==> config.mk <==
export PLATFORM = sky130hd
export DESIGN_NAME = addmul_arbiter
export DESIGN_NICKNAME = d
export VERILOG_FILES = /design/src/rtl/addmul_arbiter.sv
export SDC_FILE = /design/constraint.sdc
export NUM_CORES = 1
export LEC_CHECK = 0
export ABC_AREA = 1
export CORE_MARGIN = 2
export CORE_UTILIZATION = 48
export CTS_CLUSTER_DIAMETER = 50
export DETAILED_ROUTE_END_ITERATION = 8
export GPL_ROUTABILITY_DRIVEN = 0
export GPL_TIMING_DRIVEN = 0
export PLACE_DENSITY = 0.76
export SETUP_SLACK_MARGIN = 0.4
export SYNTH_ARGS = -nofsm -noshare
export SYNTH_HDL_FRONTEND = slang
export SYNTH_SLANG_ARGS = --single-unit
==> constraint.sdc <==
create_clock -name clk -period 2.56 [get_ports clk]
set_clock_uncertainty 0.1 [all_clocks]
set_input_delay 0.256 -clock clk [delete_from_list [all_inputs] [get_ports clk]]
set_output_delay 0.256 -clock clk [all_outputs]
set_load 0.01 [all_outputs]
==> src/rtl/addmul_arbiter.sv <==
// Two-port arbiter in front of a shared add/multiply unit.
// One request is served at a time: add in 1 cycle, multiply in 3 shift-add steps.
module addmul_arbiter #(
    parameter int ROUND_ROBIN = 1
) (
    input  logic       clk,
    input  logic       rst,
    input  logic       req0_valid,
    input  logic       req1_valid,
    output logic       req0_ready,
    output logic       req1_ready,
    input  logic       req0_op,
    input  logic       req1_op,
    input  logic [2:0] req0_a,
    input  logic [2:0] req0_b,
    input  logic [2:0] req1_a,
    input  logic [2:0] req1_b,
    output logic       rsp_valid,
    input  logic       rsp_ready,
    output logic       rsp_id,
    output logic [5:0] rsp_data,
    output logic       busy
);

    typedef enum logic [1:0] {
        IDLE = 2'd0,
        ADD  = 2'd1,
        MUL  = 2'd2,
        RESP = 2'd3
    } state_t;

    state_t     state;
    logic       last_grant;
    logic       op_reg;
    logic       id_reg;
    logic [2:0] a_reg;
    logic [2:0] b_reg;
    logic [5:0] acc;
    logic [1:0] step;

    logic       grant0;
    logic       grant1;
    logic       idle_ok;
    logic       accept;
    logic       sel_op;
    logic [2:0] sel_a;
    logic [2:0] sel_b;
    logic       step_bit;
    logic [5:0] partial;
    logic [5:0] add_x;
    logic [5:0] add_y;
    logic [5:0] add_out;

    // last_grant == 1 means port 1 was served most recently, so port 0 wins a tie.
    always_comb begin
        grant1 = 1'b0;
        if (ROUND_ROBIN != 0)
            grant1 = req1_valid && (!req0_valid || !last_grant);
        else
            grant1 = req1_valid && !req0_valid;
        grant0 = req0_valid && !grant1;
    end

    // Ready is gated by rst so nothing looks accepted while reset is held.
    assign idle_ok    = !rst && (state == IDLE);
    assign req0_ready = idle_ok && grant0;
    assign req1_ready = idle_ok && grant1;
    assign accept     = req0_ready || req1_ready;

    assign sel_op = grant1 ? req1_op : req0_op;
    assign sel_a  = grant1 ? req1_a  : req0_a;
    assign sel_b  = grant1 ? req1_b  : req0_b;

    always_comb begin
        case (step)
            2'd0:    step_bit = b_reg[0];
            2'd1:    step_bit = b_reg[1];
            default: step_bit = b_reg[2];
        endcase
        partial = step_bit ? ({3'b000, a_reg} << step) : 6'd0;
    end

    // Single adder shared by both operations: a+b for add, acc+partial for multiply.
    always_comb begin
        add_x   = op_reg ? {3'b000, a_reg} : acc;
        add_y   = op_reg ? {3'b000, b_reg} : partial;
        add_out = add_x + add_y;
    end

    always_ff @(posedge clk or posedge rst) begin
        if (rst) begin
            state      <= IDLE;
            rsp_valid  <= 1'b0;
            busy       <= 1'b0;
            rsp_data   <= 6'd0;
            rsp_id     <= 1'b0;
            acc        <= 6'd0;
            step       <= 2'd0;
            last_grant <= 1'b1;
            op_reg     <= 1'b0;
            id_reg     <= 1'b0;
            a_reg      <= 3'd0;
            b_reg      <= 3'd0;
        end else begin
            case (state)
                IDLE: begin
                    if (accept) begin
                        op_reg     <= sel_op;
                        a_reg      <= sel_a;
                        b_reg      <= sel_b;
                        id_reg     <= grant1;
                        last_grant <= grant1;
                        acc        <= 6'd0;
                        step       <= 2'd0;
                        busy       <= 1'b1;
                        state      <= sel_op ? ADD : MUL;
                    end
                end
                ADD: begin
                    rsp_data  <= add_out;
                    rsp_id    <= id_reg;
                    rsp_valid <= 1'b1;
                    state     <= RESP;
                end
                MUL: begin
                    acc <= add_out;
                    if (step == 2'd2) begin
                        rsp_data  <= add_out;
                        rsp_id    <= id_reg;
                        rsp_valid <= 1'b1;
                        state     <= RESP;
                    end else begin
                        step <= step + 2'd1;
                    end
                end
                RESP: begin
                    if (rsp_ready) begin
                        rsp_valid <= 1'b0;
                        busy      <= 1'b0;
                        state     <= IDLE;
                    end
                end
                default: begin
                    state <= IDLE;
                end
            endcase
        end
    end

endmodule

# Word-level counts from Yosys, hierarchy flattened
# Index checks and enable logic that the tools add are counted.
dict set report totals {
  register_bits 28
  latch_bits 0
  ram_bits 0
  romBits 0
  in_bits 19
  out_inout_bits 11
  wordCells 74
  n_memories 0
}
dict set report op_classes {
  add_sub_neg 2
  mul 0
  div 0
  n_lt_le_gt_ge 0
  n_eq_ne 9
  n_shift 1
  mux 26
  bitwise 0
  reduce_logical 24
}
# cell count
set op_table {}
lappend op_table {{2-to-1 mux 6 bit} 5}
lappend op_table {{one-hot mux 6 bit (2 select lines)} 2}
lappend op_table {{2-to-1 mux 2 bit} 6}
lappend op_table {{AND reduction 3 bit} 4}
lappend op_table {{inequality test 2 bit (second input constant)} 4}
lappend op_table {{one-hot mux 2 bit (4 select lines)} 1}
lappend op_table {{adder 6 bit} 1}
lappend op_table {{== test 2 bit (second input constant)} 3}
lappend op_table {{2-to-1 mux 3 bit} 2}
lappend op_table {{one-hot mux 1 bit (2 select lines)} 3}
lappend op_table {{AND reduction 2 bit} 3}
lappend op_table {{nonzero test 2 bit} 3}
lappend op_table {{<< shifter 3 x 2 -> 6 bit} 1}
lappend op_table {{logical AND 1 bit} 5}
lappend op_table {{2-to-1 mux 1 bit} 5}
lappend op_table {{== test 2 x 1 -> 1 bit (second input constant)} 2}
lappend op_table {{zero test 1 bit} 4}
lappend op_table {{zero test 2 bit} 2}
lappend op_table {{one-hot mux 2 bit (2 select lines)} 1}
lappend op_table {{one-hot mux 1 bit (3 select lines)} 1}
lappend op_table {{nonzero test 3 bit} 1}
lappend op_table {{adder 2 x 1 -> 2 bit (second input constant)} 1}
lappend op_table {{logical OR 1 bit} 2}

# Longest topological paths before layout
dict set report depth {
  depth_word 9
  mapped_depth 17
  depth_no_buf 17
}

# Least setup slack after synthesis
# Ideal clock, no wire load.
dict set report synth_timing {
  path_type {register -> register}
  start {reg step[1]}
  end {reg rsp_data[4]}
  setup_time_ps 136
  t_arrival_ps 2259
  t_required_ps 2324
  slack_ps 65
  stages_incl_launch_ff 15
  n_path_buf 0
  period_less_slack_ps 2495
  cell_sequence {dfrtp_1 > inv_1 > ha_1 > nand2_1 > nand2_1 > inv_1 > nand2_1 > nand3_1 > o21ai_0 > ha_1 > inv_1 > fa_1 > o21ai_0 > xnor2_1 > o21ai_0}
}
dict set report synth_between {
  elab_chain_cells 7
  elab_cells_between_ends 12
  classes_between {add/sub: 1; eq/ne: 3; shift: 1; mux: 5; reduce/logical: 2}
}
# element line
set synth_lines {}
lappend synth_lines {{from (decl)} 39} ;# logic [1:0] step;
lappend synth_lines {{from (signal assigned)} 133} ;# step <= step + 2'd1;
lappend synth_lines {{== test 2 x 1 -> 1 bit / zero test 2 bit (equally long branches)} 75} ;# case (step)
lappend synth_lines {{one-hot mux 1 bit (2 select lines)} 75}
lappend synth_lines {{2-to-1 mux 6 bit} 80} ;# partial = step_bit ? ({3'b000, a_reg} << step) : 6'd0;
lappend synth_lines {{2-to-1 mux 6 bit} 86} ;# add_y = op_reg ? {3'b000, b_reg} : partial;
lappend synth_lines {{adder 6 bit} 87} ;# add_out = add_x + add_y;
lappend synth_lines {{2-to-1 mux 6 bit} 127} ;# if (step == 2'd2) begin
lappend synth_lines {{one-hot mux 6 bit (2 select lines)} 105} ;# case (state)
lappend synth_lines {{to (signal assigned)} 120} ;# rsp_data <= add_out;
lappend synth_lines {{to (signal assigned)} 128} ;# rsp_data <= add_out;
lappend synth_lines {{to (decl)} 21} ;# output logic [5:0] rsp_data,
# Several ways; a longest one is shown, not always the timed one. The select of a mux whose other input is x is not followed.
# A chain may end at the register's enable or synchronous reset.

# Worst setup path in the final report
dict set report layout_timing {
  start {reg step[0]}
  end {reg acc[5]}
}
dict set report layout_between {
  elab_chain_cells 6
  elab_cells_between_ends 8
  classes_between {add/sub: 1; eq/ne: 1; shift: 1; mux: 4; reduce/logical: 1}
}
# element line
set layout_lines {}
lappend layout_lines {{== test 2 x 1 -> 1 bit / zero test 2 bit (equally long branches)} 75}
lappend layout_lines {{one-hot mux 1 bit (2 select lines)} 75}
lappend layout_lines {{2-to-1 mux 6 bit (*)} 80}
lappend layout_lines {{2-to-1 mux 6 bit (*)} 86}
lappend layout_lines {{adder 6 bit (*)} 87}
lappend layout_lines {{one-hot mux 6 bit (2 select lines) (*)} 105}
lappend layout_lines {{to (signal assigned)} 126} ;# acc <= add_out;
lappend layout_lines {{to (decl)} 38} ;# logic [5:0] acc;
# Mark *: on every way between the ends. The rest lies on a longest branch, timed or not.

==> results.json <==
{
  "yosysWarnings": 0,
  "top_regs": "acc (6), rsp_data (6)",
  "cts_tree": "built",
  "die_area_mm2": 0.004237,
  "end_kind": "register",
  "maxCapViolations": 0,
  "p_per_area_mw_per_mm2": 1239,
  "synth_common_cells": "nand2_1 (70), inv_1 (36), dfrtp_1 (27)",
  "drc": 0,
  "synthCells": 234,
  "cts_hold_buf": 0,
  "path_class": "reg -> reg",
  "yosysTopAreaCellShare": 0.3771,
  "clk_pin_slew_ps": 100,
  "diodes": 0,
  "path_cells": "ha_4 > nand3b_1 > nand2_2 > inv_2 > nor4_4 > ha_1 > nand2_1 > inv_2 > nand4_1 > nand3_2 > inv_2 > nand2_2 > nand3_2 > nand2_1",
  "ys_types": 30,
  "num_rows": 22,
  "cpPeakStageDelay_ps": 460,
  "initialDrtViolationCount": 63,
  "worstPathRequired_ps": 2630,
  "overflow": 0,
  "routed_wl_um": 4169,
  "area_growth_pct": 38.34,
  "path_buf_inv": 3,
  "ys.flop_type": "dfrtp_1",
  "core_mm2": 0.003633,
  "ys_top_cells_by_area": "dfrtp_1 (38%), nand2_1 (15%), ha_1 (9.8%)",
  "holdWs_ps": 392.4,
  "crit_family": "simple AND/OR/NAND/NOR gates",
  "crit_path_top_delay_cell": "dfrtp_2",
  "cts_max_path_buffers": 2,
  "ys_seq_area_frac": 0.3918,
  "synth_area_mm2": 0.001792,
  "worst_slew_pin_slew_ps": 708.5,
  "ys_ff_latch": 28,
  "vias": 1676,
  "grt_pass1_wl_um": 7176,
  "postPlaceCellArea_mm2": 0.002187,
  "boundaryPins": 30,
  "fin_util": 0.6822,
  "wl_per_cell_um": 12.63,
  "crit_fanout": 4,
  "antenna_left": 0,
  "setup_viol": 0,
  "startpoint_type": "register",
  "antenna_found_initial": 0,
  "yosysMostFrequentCell": "nand2_1",
  "fin_crit_ps": 2377,
  "hold_viol": 0,
  "design_area_mm2": 0.002479,
  "hold_path_class": "reg -> reg",
  "port_buffers": 29,
  "htreeDepth": 1,
  "place_hpwl_um": 2800,
  "register_area_um2": 704.4,
  "syn_nets": 268,
  "multi_input_area_mm2": 0.001065,
  "grt_usage": 0.2196,
  "initial_core_util": 0.4931,
  "ir_worst_vdd_mv": 0.6242,
  "slew_headroom": 0.5251,
  "drive_gt1_frac": 0.2518,
  "status": "finished, final reports clean",
  "p_leak_nw": 1.230,
  "synth_edf_count": 0,
  "clock_latency_ps": 280,
  "slew_viol_final": 0,
  "async_reset_ff_frac": 1.000,
  "finalPower_w": 0.003072,
  "root_buffer": "clkbuf_8",
  "fmax_mhz": 420.6,
  "grt_pass1_vias": 1633,
  "fin_tns_setup_ps": 0,
  "critical_path_arrival_ps": 2440,
  "viasPerCell": 5.079,
  "syn_area_per_cell_um2": 7.657,
  "grt_max_degree": 17,
  "numCtsBuffers": 3,
  "cts_sinks": 28,
  "fill_cells": 314,
  "dieHeight_um": 65.10,
  "finalCritPeriodShare": 0.9287,
  "die_x_um": 65.10,
  "rsz0062_at_grt": "yes",
  "drt_pass1_iterations": 4,
  "yosysTopAreaCell": "dfrtp_1",
  "nets": 317,
  "crit_top_cell": "inv_2"
}
[what timing repair did]
action,CTS,global route
resized for setup,16,15
pin swaps,5,9
hold endpoints to repair,0,0
endpoints found under the setup margin,25,11
setup buffers,12,2
gates cloned,1,0
[cells by family after synthesis]
family                   synth area share
adder cells (fa/ha/maj)            0.1089
XOR/XNOR                          0.01467
flip-flops                         0.3918
buffers and inverters             0.09287
AO/OA/AOI/OAI                      0.1215
AND/OR/NAND/NOR                    0.2703
[placed cells by master, fill, tap and decap left out, drive strengths merged]
cell type / n
a32o: 2
clkinvlp: 2
nor3: 1
nand3b: 1
buf: 16
or2: 1
nand2: 74
dlymetal6s2s: 1
nor4: 1
ha: 14
inv: 38
dfstp: 1
a31oi: 6
nand4: 1
a21oi: 3
clkbuf: 4
o21ai: 20
fa: 1
dlygate4sd2: 1
o22ai: 6
nor2: 16
clkdlybuf4s50: 27
bufinv: 1
o211ai: 1
xnor2: 3
nand3: 13
dfrtp: 27
[layout make-up]
class                   count  share of cell area
clock buffers               3             0.01666
flip-flops and latches     28              0.2842
plain buffers               3            0.008582
clock inverters             1             0.01212
well taps                  48             0.02423
repair inverters            1            0.002019
inverters                  39             0.06259
multi-input cells         164              0.4296
repair buffers             43              0.1600
[worst reg2reg max path: cells and delay by family (launching register included)]
family	cells	cell delay [ps]
adder cells (fa/ha/maj)	2	480
AND/OR/NAND/NOR	9	1030
flip-flops	1	460
buffers and inverters	3	200
[metrics by stage]
| stage | setup WS [ps] | cells |
|---|---|---|
| floorplan | 311.0 | 234 |
| global placement | -398.6 | 311 |
| detailed placement | -397.3 | 311 |
| CTS | 222.9 | 328 |
| global route | 43.27 | 330 |
| finish | 182.5 | 330 |
[per-layer routing]
metal	track usage	wire, µm
met5	0	0
met4	0.06771	68
met3	0.03767	179
met2	0.3943	2138
met1	0.2695	1784
[final timing paths]
path / start / to / slack (ps) / cells past startpoint
setup / recovery: step[0]$_DFFE_PP0P_ / acc[5]$_DFFE_PP0P_ / 180 / 14
hold / removal: rsp_id$_DFFE_PP0P_ / rsp_id$_DFFE_PP0P_ / 390 / 2
setup reg to reg: step[0]$_DFFE_PP0P_ / acc[5]$_DFFE_PP0P_ / 180 / 14
hold reg to reg: rsp_id$_DFFE_PP0P_ / rsp_id$_DFFE_PP0P_ / 390 / 2
max in group asynchronous: rst / last_grant$_DFFE_PP1P_ / 1560 / 2
min in group asynchronous: rst / state[1]$_DFFE_PP0P_ / 400 / 3
[power breakdown]
| group | internal [W] | total [W] | switching, W | leakage, nW |
|---|---|---|---|---|
| sequential | 0.000640 | 0.000787 | 0.000147 | 0.342 |
| combinational | 0.000853 | 0.00194 | 0.00108 | 0.852 |
| clock | 0.000209 | 0.000348 | 0.000139 | 0.0357 |
Power figures use the tool's default switching activity.
